## config.mk

```make
export PLATFORM = sky130hd
export DESIGN_NAME = fxp_arith_unit
export DESIGN_NICKNAME = d
export VERILOG_FILES = /design/src/rtl/fxp_pkg.sv /design/src/rtl/fxp_div_iter.sv /design/src/rtl/fxp_arith_unit.sv
export SDC_FILE = /design/constraint.sdc
export NUM_CORES = 1
export LEC_CHECK = 0
export CAP_MARGIN = 20
export CORE_MARGIN = 5
export CORE_UTILIZATION = 42
export CTS_BUF_LIST = sky130_fd_sc_hd__clkbuf_4 sky130_fd_sc_hd__clkbuf_8 sky130_fd_sc_hd__clkbuf_16
export CTS_CLUSTER_DIAMETER = 50
export DETAILED_ROUTE_END_ITERATION = 12
export PLACE_DENSITY = 0.61
export SLEW_MARGIN = 20
export SYNTH_ARGS = -nofsm -noshare
export SYNTH_HDL_FRONTEND = slang
export SYNTH_SLANG_ARGS = --single-unit
```

## constraint.sdc

```tcl
create_clock -name clk -period 14.7 [get_ports clk]
set_input_delay 2.205 -clock clk [delete_from_list [all_inputs] [get_ports clk]]
set_output_delay 2.205 -clock clk [all_outputs]
set_load 0.005 [all_outputs]
```

## src/rtl/fxp_pkg.sv

```systemverilog
// rtl/fxp_pkg.sv - op codes, default Q-format constants and saturation helper
package fxp_pkg;

  typedef enum logic [1:0] {
    OP_ADD = 2'b00,
    OP_SUB = 2'b01,
    OP_MUL = 2'b10,
    OP_DIV = 2'b11
  } op_e;

  localparam int FXP_DATA_WIDTH = 16;
  localparam int FXP_FIXED_PNT  = 8;

  localparam logic [FXP_DATA_WIDTH-1:0] FXP_ONE = FXP_DATA_WIDTH'(1) << FXP_FIXED_PNT;
  localparam logic [FXP_DATA_WIDTH-1:0] FXP_MAX = {1'b0, {(FXP_DATA_WIDTH-1){1'b1}}};
  localparam logic [FXP_DATA_WIDTH-1:0] FXP_MIN = {1'b1, {(FXP_DATA_WIDTH-1){1'b0}}};

  typedef struct packed {
    logic ovf;
    logic unf;
  } sat_t;

  // Range check of a 64-bit exact value against a width-bit signed format.
  function automatic sat_t saturate(input logic signed [63:0] v, input int width);
    logic signed [63:0] hi;
    logic signed [63:0] lo;
    sat_t s;
    hi    = (64'sd1 <<< (width - 1)) - 64'sd1;
    lo    = -(64'sd1 <<< (width - 1));
    s.ovf = (v > hi);
    s.unf = (v < lo);
    return s;
  endfunction

endpackage

```

## src/rtl/fxp_div_iter.sv

```systemverilog
// rtl/fxp_div_iter.sv - unsigned restoring divider, one quotient bit per cycle
module fxp_div_iter #(
  parameter int DATA_WIDTH = 16,
  parameter int FIXED_PNT  = 8
) (
  input  logic                            clk,
  input  logic                            rst_n,
  input  logic                            start,
  input  logic [DATA_WIDTH-1:0]           dividend,
  input  logic [DATA_WIDTH-1:0]           divisor,
  output logic                            busy,
  output logic                            done,
  output logic [DATA_WIDTH+FIXED_PNT-1:0] quotient
);

  localparam int N  = DATA_WIDTH + FIXED_PNT;
  localparam int CW = $clog2(N);

  logic [DATA_WIDTH-1:0] rem;
  logic [DATA_WIDTH-1:0] dsr;
  logic [N-1:0]          q;
  logic [CW-1:0]         cnt;
  logic [DATA_WIDTH:0]   trial;
  logic [DATA_WIDTH-1:0] diff;
  logic                  ge;

  // q starts as the scaled dividend; its MSB feeds the remainder while quotient
  // bits shift in at the bottom. done marks the final step, so quotient here is
  // the finished value on that cycle.
  always_comb begin
    trial    = {rem, q[N-1]};
    ge       = (trial >= {1'b0, dsr});
    diff     = trial[DATA_WIDTH-1:0] - dsr;
    quotient = {q[N-2:0], ge};
    done     = busy && (cnt == CW'(N - 1));
  end

  always_ff @(posedge clk or negedge rst_n) begin
    if (!rst_n) begin
      busy <= 1'b0;
      cnt  <= '0;
      rem  <= '0;
      dsr  <= '0;
      q    <= '0;
    end else if (start) begin
      busy <= 1'b1;
      cnt  <= '0;
      rem  <= '0;
      dsr  <= divisor;
      q    <= {dividend, {FIXED_PNT{1'b0}}};
    end else if (busy) begin
      rem <= ge ? diff : trial[DATA_WIDTH-1:0];
      q   <= quotient;
      cnt <= cnt + CW'(1);
      if (done) busy <= 1'b0;
    end
  end

endmodule

```

## src/rtl/fxp_arith_unit.sv

```systemverilog
// rtl/fxp_arith_unit.sv - saturating signed fixed-point add/sub/mul/div unit
module fxp_arith_unit
  import fxp_pkg::*;
#(
  parameter int DATA_WIDTH = FXP_DATA_WIDTH,
  parameter int FIXED_PNT  = FXP_FIXED_PNT
) (
  input  logic                  clk,
  input  logic                  rst_n,
  input  logic                  start,
  input  logic [1:0]            op,
  input  logic [DATA_WIDTH-1:0] a,
  input  logic [DATA_WIDTH-1:0] b,
  output logic [DATA_WIDTH-1:0] result,
  output logic                  overflow,
  output logic                  underflow,
  output logic                  busy,
  output logic                  done
);

  localparam int N = DATA_WIDTH + FIXED_PNT;
  localparam logic [DATA_WIDTH-1:0] MAX_V = {1'b0, {(DATA_WIDTH-1){1'b1}}};
  localparam logic [DATA_WIDTH-1:0] MIN_V = {1'b1, {(DATA_WIDTH-1){1'b0}}};

  logic                  accept;
  logic                  div_start;
  logic                  div_busy;
  logic                  div_done;
  logic                  div_neg;
  logic [DATA_WIDTH-1:0] a_mag;
  logic [DATA_WIDTH-1:0] b_mag;
  logic [N-1:0]          quo;
  logic signed [63:0]    a_w;
  logic signed [63:0]    b_w;
  logic signed [63:0]    q_w;
  logic signed [63:0]    wide;
  sat_t                  sat;
  logic [DATA_WIDTH-1:0] result_n;

  assign accept    = start && !div_busy;
  assign div_start = accept && (op_e'(op) == OP_DIV) && (b != '0);
  assign a_mag     = a[DATA_WIDTH-1] ? -a : a;
  assign b_mag     = b[DATA_WIDTH-1] ? -b : b;
  assign busy      = div_busy;

  fxp_div_iter #(
    .DATA_WIDTH(DATA_WIDTH),
    .FIXED_PNT (FIXED_PNT)
  ) u_div (
    .clk     (clk),
    .rst_n   (rst_n),
    .start   (div_start),
    .dividend(a_mag),
    .divisor (b_mag),
    .busy    (div_busy),
    .done    (div_done),
    .quotient(quo)
  );

  // Exact result in 64 bits; a finishing divide takes priority over the
  // single-cycle path, which cannot be accepted while the divider is busy.
  always_comb begin
    a_w  = 64'(signed'(a));
    b_w  = 64'(signed'(b));
    q_w  = {{(64-N){1'b0}}, quo};
    wide = '0;
    if (div_done) begin
      wide = div_neg ? -q_w : q_w;
    end else begin
      case (op_e'(op))
        OP_ADD: wide = a_w + b_w;
        OP_SUB: wide = a_w - b_w;
        OP_MUL: wide = (a_w * b_w) >>> FIXED_PNT;
        OP_DIV: wide = a[DATA_WIDTH-1] ? {1'b1, 63'd0} : {1'b0, {63{1'b1}}};
        default: wide = '0;
      endcase
    end
    sat      = saturate(wide, DATA_WIDTH);
    result_n = sat.ovf ? MAX_V : (sat.unf ? MIN_V : wide[DATA_WIDTH-1:0]);
  end

  always_ff @(posedge clk or negedge rst_n) begin
    if (!rst_n) begin
      result    <= '0;
      overflow  <= 1'b0;
      underflow <= 1'b0;
      done      <= 1'b0;
      div_neg   <= 1'b0;
    end else begin
      done <= 1'b0;
      if (div_done || (accept && !div_start)) begin
        result    <= result_n;
        overflow  <= sat.ovf;
        underflow <= sat.unf;
        done      <= 1'b1;
      end
      if (div_start) div_neg <= a[DATA_WIDTH-1] ^ b[DATA_WIDTH-1];
    end
  end

endmodule

```

# [Yosys cells after proc, flatten, opt, wreduce, memory -nomap -nowiden]
# Cells that the tools add are included.
[classes] add_sub_neg=7 multipliers=1 magnitude_cmp=3 n_eq_ne=4 muxes=19 bitwise=1 n_reduce_logical=11
[ops] cell="case mux 64 bit (4 select lines)" count=1
[ops] cell="two-way mux 64 bit" count=3
[ops] cell="two-way mux 16 bit" count=7
[ops] cell="> comparator 64 x 16 -> 1 bit (second input constant)" count=1
[ops] cell="less-than comparator 64 x 16 -> 1 bit (second input constant)" count=1
[ops] cell="negator 24 -> 64 bit" count=1
[ops] cell="two-way mux 24 bit" count=2
[ops] cell="multiplier 16 x 16 -> 32 bit" count=1
[ops] cell="negator 16 bit" count=2
[ops] cell="adder 16 x 16 -> 17 bit" count=1
[ops] cell=">= comparator 17 x 16 -> 1 bit" count=1
[ops] cell="subtractor 16 x 16 -> 17 bit" count=1
[ops] cell="nonzero test 16 bit" count=1
[ops] cell="subtractor 16 bit" count=1
[ops] cell="two-way mux 5 bit" count=2
[ops] cell="adder 5 x 1 -> 5 bit (second input constant)" count=1
[ops] cell="== test 5 bit (second input constant)" count=1
[ops] cell="logical AND 1 bit" count=5
[ops] cell="== test 2 bit (second input constant)" count=2
[ops] cell="two-way mux 1 bit" count=4
[ops] cell="== test 2 x 1 -> 1 bit (second input constant)" count=1
[ops] cell="logical NOT 1 bit" count=2
[ops] cell="logical NOT 2 bit" count=1
[ops] cell="nonzero test 2 bit" count=1
[ops] cell="2 further kinds" count=2
[totals] ff_bits=82 input_bits=37 out_inout_bits=20 wordCells=56

# [Longest topological paths before layout]
[depth] word_depth=8 ltp_mapped=31 mapped_depth_nobuf=26

# [Modules after synthesis]
# A second synthesis with hierarchy kept.
[unflattened] hier_cells=2184 hier_area_um2=18221.2
[by_module_without_submodules] mod="fxp_arith_unit" n_inst=1 cells_each=1762 area_per_inst_um2=14331.2 seq_area_each_um2=500.5
[by_module_without_submodules] mod="fxp_div_iter" n_inst=1 cells_each=422 area_per_inst_um2=3890.0 seq_area_each_um2=1551.5

# [Least setup slack after synthesis]
# Ideal clock, no wire load.
[synth_path] path_type="input-to-reg" start="in a[15]" end="reg result[14]" setup_time_ps=124 t_arrival_ps=9687 t_required_ps=14576 slack_ps=4889 path_stages=26 path_buffers=5 path_cell_list="clkbuf_1 -> clkbuf_1 -> buf_1 -> nand2_1 -> fa_1 -> inv_1 -> fa_1 -> inv_1 -> fa_1 -> fa_1 -> fa_1 -> fa_1 -> inv_1 -> ha_1 -> clkbuf_1 -> a21oi_1 -> o21ai_0 -> a221oi_1 -> nor2_1 -> a211oi_1 -> and3_1 -> nor3_1 -> o311ai_0 -> a31oi_2 -> buf_6 -> o31a_1"
[synth_between] elab_chain_cells=6 word_cells_on_any_way=10 cone_classes="add/sub (2); mul (1); order compare (2); mux (5)"
[synth_lines] element="from (decl)" line="fxp_arith_unit.sv:12" rtl="input logic [DATA_WIDTH-1:0] a,"
[synth_lines] element="multiplier 16 x 16 -> 32 bit (tied with other cells)" line="fxp_arith_unit.sv:73" rtl="OP_MUL: wide = (a_w * b_w) >>> FIXED_PNT;"
[synth_lines] element="case mux 64 bit (4 select lines) (*)" line="fxp_arith_unit.sv:70" rtl="case (op_e'(op))"
[synth_lines] element="two-way mux 64 bit (*)" line="fxp_arith_unit.sv:67" rtl="if (div_done) begin"
[synth_lines] element="less-than comparator 64 x 16 -> 1 bit" line="fxp_pkg.sv:31" rtl="s.unf = (v < lo);"
[synth_lines] element="two-way mux 16 bit" line="fxp_arith_unit.sv:79" rtl="result_n = sat.ovf ? MAX_V : (sat.unf ? MIN_V : wide[DATA_WIDTH-1:0]);"
[synth_lines] element="two-way mux 16 bit (*)" line="fxp_arith_unit.sv:79"
[synth_lines] element="to (signal assigned)" line="fxp_arith_unit.sv:92" rtl="result <= result_n;"
[synth_lines] element="to (decl)" line="fxp_arith_unit.sv:14" rtl="output logic [DATA_WIDTH-1:0] result,"
# Mark *: on every way between the ends. The rest lies on a longest branch, timed or not.
# A chain may end at the register's enable or synchronous reset.

# [Final worst setup path]
[layout_path] start="in b[3]" end="reg result[4]"
[layout_between] elab_chain_cells=6 word_cells_on_any_way=14 cone_classes="add/sub (2); mul (1); order compare (2); mux (4); reduce/logical (5)"
[layout_lines] element="from (decl)" line="fxp_arith_unit.sv:13" rtl="input logic [DATA_WIDTH-1:0] b,"
[layout_lines] element="multiplier 16 x 16 -> 32 bit (tied with other cells)" line="fxp_arith_unit.sv:73"
[layout_lines] element="case mux 64 bit (4 select lines)" line="fxp_arith_unit.sv:70"
[layout_lines] element="two-way mux 64 bit" line="fxp_arith_unit.sv:67"
[layout_lines] element="less-than comparator 64 x 16 -> 1 bit" line="fxp_pkg.sv:31"
[layout_lines] element="two-way mux 16 bit (2 in a row)" line="fxp_arith_unit.sv:79"
# Several ways; a longest one is shown, not always the timed one.

==> impl_metrics.ini <==
[status]
status = finished, final reports clean

[setup_path]
cp_max_fo = 17
worst_r2r_path_depth = 19
crit_type = input pin to register
cp_data_arrival_time_ns = 11.02
cp-end-kind = register
required_ns = 14.90
reg2reg_from = u_div.rem[7]
rrSetupSlack_ns = 8.52
r2r-end = result[4]
worstSetupStartpointType = input pin

[global_routing]
grt_use_met2 = 0.4099
grt_usage = 0.2366
grt_overflow = 0
use_met3 = 0.02372
first_global_vias = 15330
antenna_found_initial = 2
grt_max_degree = 63
grt.busiest_layer = met2
grt_pass1_wl_um = 87140
met1_usage = 0.3161

[floorplanning]
rows = 74
initial_core_util = 0.4269
dieWidth_um = 214.2
dieArea_um2 = 45870
die_h_um = 214.2
pin_count = 57
core_area_um2 = 41020

[placed_design]
placed_area_um2 = 18570
gp_congestion = 0.9801
dpl_worst_slack_ns = 3.561
port_buffers = 56
dp_hpwl_um = 42620

[drt]
viasPerCell = 5.546
wl_um = 53860
wire_per_inst_um = 20.51
drtPass1Iterations = 5
num_vias = 14560
drt_iter0_drc = 1071
drc = 0
ant_nets = 0

[final_layout]
final_cell_mix = inv_1 (389), fa_1 (264), nand2_1 (246)
diodes = 0
final_area_um2 = 18890
syn_to_final_growth_pct = 7.882
nNetsFinal = 2523
drive_gt1_frac = 0.03868
final_common_cell = inv_1
finish.utilization = 0.4605

[timing]
rsz0062_at_grt = no
fin_ws_ns = 3.879
period_needed_ns = 10.82
period_share = 0.7361
drv_slew = 0
slew_headroom = 0.2615
hold_violations = 0
skew_ns = 0.01061
worstMarginPinSlew_ns = 1.104
clock.fmax_mhz = 92.41
final-setup-viol-count = 0
fin_tns_setup_ns = 0

[clock_network]
cts-root-buf = clkbuf_16
clk-insertion-delay-late_ns = 0.35
cts.clk_slew.worst_paths_ns = 0.06
clock_path_buffers = 2
cts_sinks = 82
cts_tree = done
cts_resized = 0
post_cts_buffers = 0
numCtsBuffers = 9
cts_hold_buf = 0
h-tree-depth = 3

[logic_synthesis]
synth_warnings = 0
synthArstFlopShare = 1.000
ys_types = 82
yosys_register_bits = 82
synth_top_area_frac = 0.3019
synth_top_area_cell = fa_1
yosysSeqAreaShare = 0.1172
synth.area.top_cells = fa_1 (30%), dfrtp_1 (12%), ha_1 (9.5%), inv_1 (8.3%), nand2_1 (5.3%)
synth_edf_count = 0
synth_cells = 2098
synth_flop_cell = dfrtp_1
syn_area_um2 = 17510
synth.avg_cell_area_um2 = 8.345
synth_nets = 2532

[worst_hold_path]
min-delay-start = u_div.dsr[9]
holdPathStages = 2
hold_end = u_div.dsr[9]
hp-class = register to register

[job]
maxCapViolations = 0
-- worst max-delay path: stages --
cell	delay, ns
clkdlybuf4s50_1	1.01
inv_1	0.32
nor2_1	0.23
fa_1	0.52
fa_1	0.89
inv_1	0.20
fa_1	0.59
fa_1	0.44
fa_1	0.51
fa_1	0.54
inv_1	0.04
ha_1	0.39
a21oi_1	0.32
o21ai_0	0.15
a221oi_1	0.68
nor2_1	0.10
a211oi_1	0.28
and3_1	0.22
nor3_1	0.06
o311ai_0	0.60
a31oi_2	0.28
a221oi_1	0.30
o21ai_0	0.12
-- registers in the layout, summed over array words and instances (netlist names) --
name        cells
div_neg         1
done            1
overflow        1
result         16
u_div.busy      1
u_div.cnt       5
u_div.dsr      16
u_div.q        24
u_div.rem      16
underflow       1
-- kinds of logic (layout without fill, tap and decap cells) --
group	count (synthesis)	count (layout)	share of synthesized area
mux	29	29	0.01658
simple gates	612	612	0.1678
xor+xnor	100	100	0.05003
flops	82	82	0.1172
fa+ha+maj	397	397	0.3969
compound gates	378	378	0.1437
buf+inv	500	496	0.1078
-- routing by layer --
layer,part of all wire,routed length (um)
met4,0.033,1795
met2,0.48,26090
met3,0.056,2997
met5,0,0
met1,0.43,22980
-- metrics by stage --
stage | cells | hold WS (ns)
final | 2626 | 0.4840
after global routing | 2626 | 0.5071
after CTS | 2626 | 0.4890
after detailed placement | 2610 | 0.4755
after global placement | 2610 | 0.4656
after floorplan | 2098 | 0.4498
-- synth_stat cells, types with 6 or more instances --
| cell type | number |
|---|---|
| nor2_1 | 119 |
| a31oi_1 | 15 |
| ha_1 | 133 |
| buf_1 | 10 |
| o21ai_0 | 103 |
| clkbuf_1 | 95 |
| nand2_1 | 246 |
| nor2b_1 | 11 |
| or3_1 | 12 |
| or2_2 | 7 |
| o21bai_1 | 8 |
| nor4_1 | 6 |
| and3_1 | 12 |
| a21oi_1 | 64 |
| mux2i_1 | 29 |
| xor2_1 | 40 |
| o21a_1 | 14 |
| o221ai_1 | 7 |
| inv_1 | 389 |
| and2_1 | 93 |
| a211oi_1 | 14 |
| dfrtp_1 | 82 |
| xnor2_1 | 60 |
| nand2b_1 | 21 |
| nand4_1 | 14 |
| o31ai_1 | 33 |
| o21ai_1 | 7 |
| nor3_1 | 24 |
| a221oi_1 | 7 |
| o211ai_1 | 15 |
| nand3_1 | 15 |
| fa_1 | 264 |
| o41ai_1 | 9 |
| a21o_1 | 23 |
| or4_1 | 8 |
-- layout make-up --
type                       count  area (um^2)
clock buffer                  12        266.5
clock inverter                 4        48.80
fill                        4069        22130
inverter                     392         1471
multi-input combinational   1516        13580
sequential                    82         2053
tap                          532        665.6
timing repair buffer          88        798.3
-- worst max-delay path by stage --
| stage | start | endpoint |
|---|---|---|
| floorplan | a[15] | result[14] |
| global placement | b[3] | result[4] |
| detailed placement | b[3] | result[4] |
| CTS | b[3] | result[4] |
| global route | b[3] | result[4] |
| finish | b[3] | result[4] |
Power is left out: the tool's default activity adds up to more than one toggle a clock period on the data nets, which glitch-free logic cannot reach.
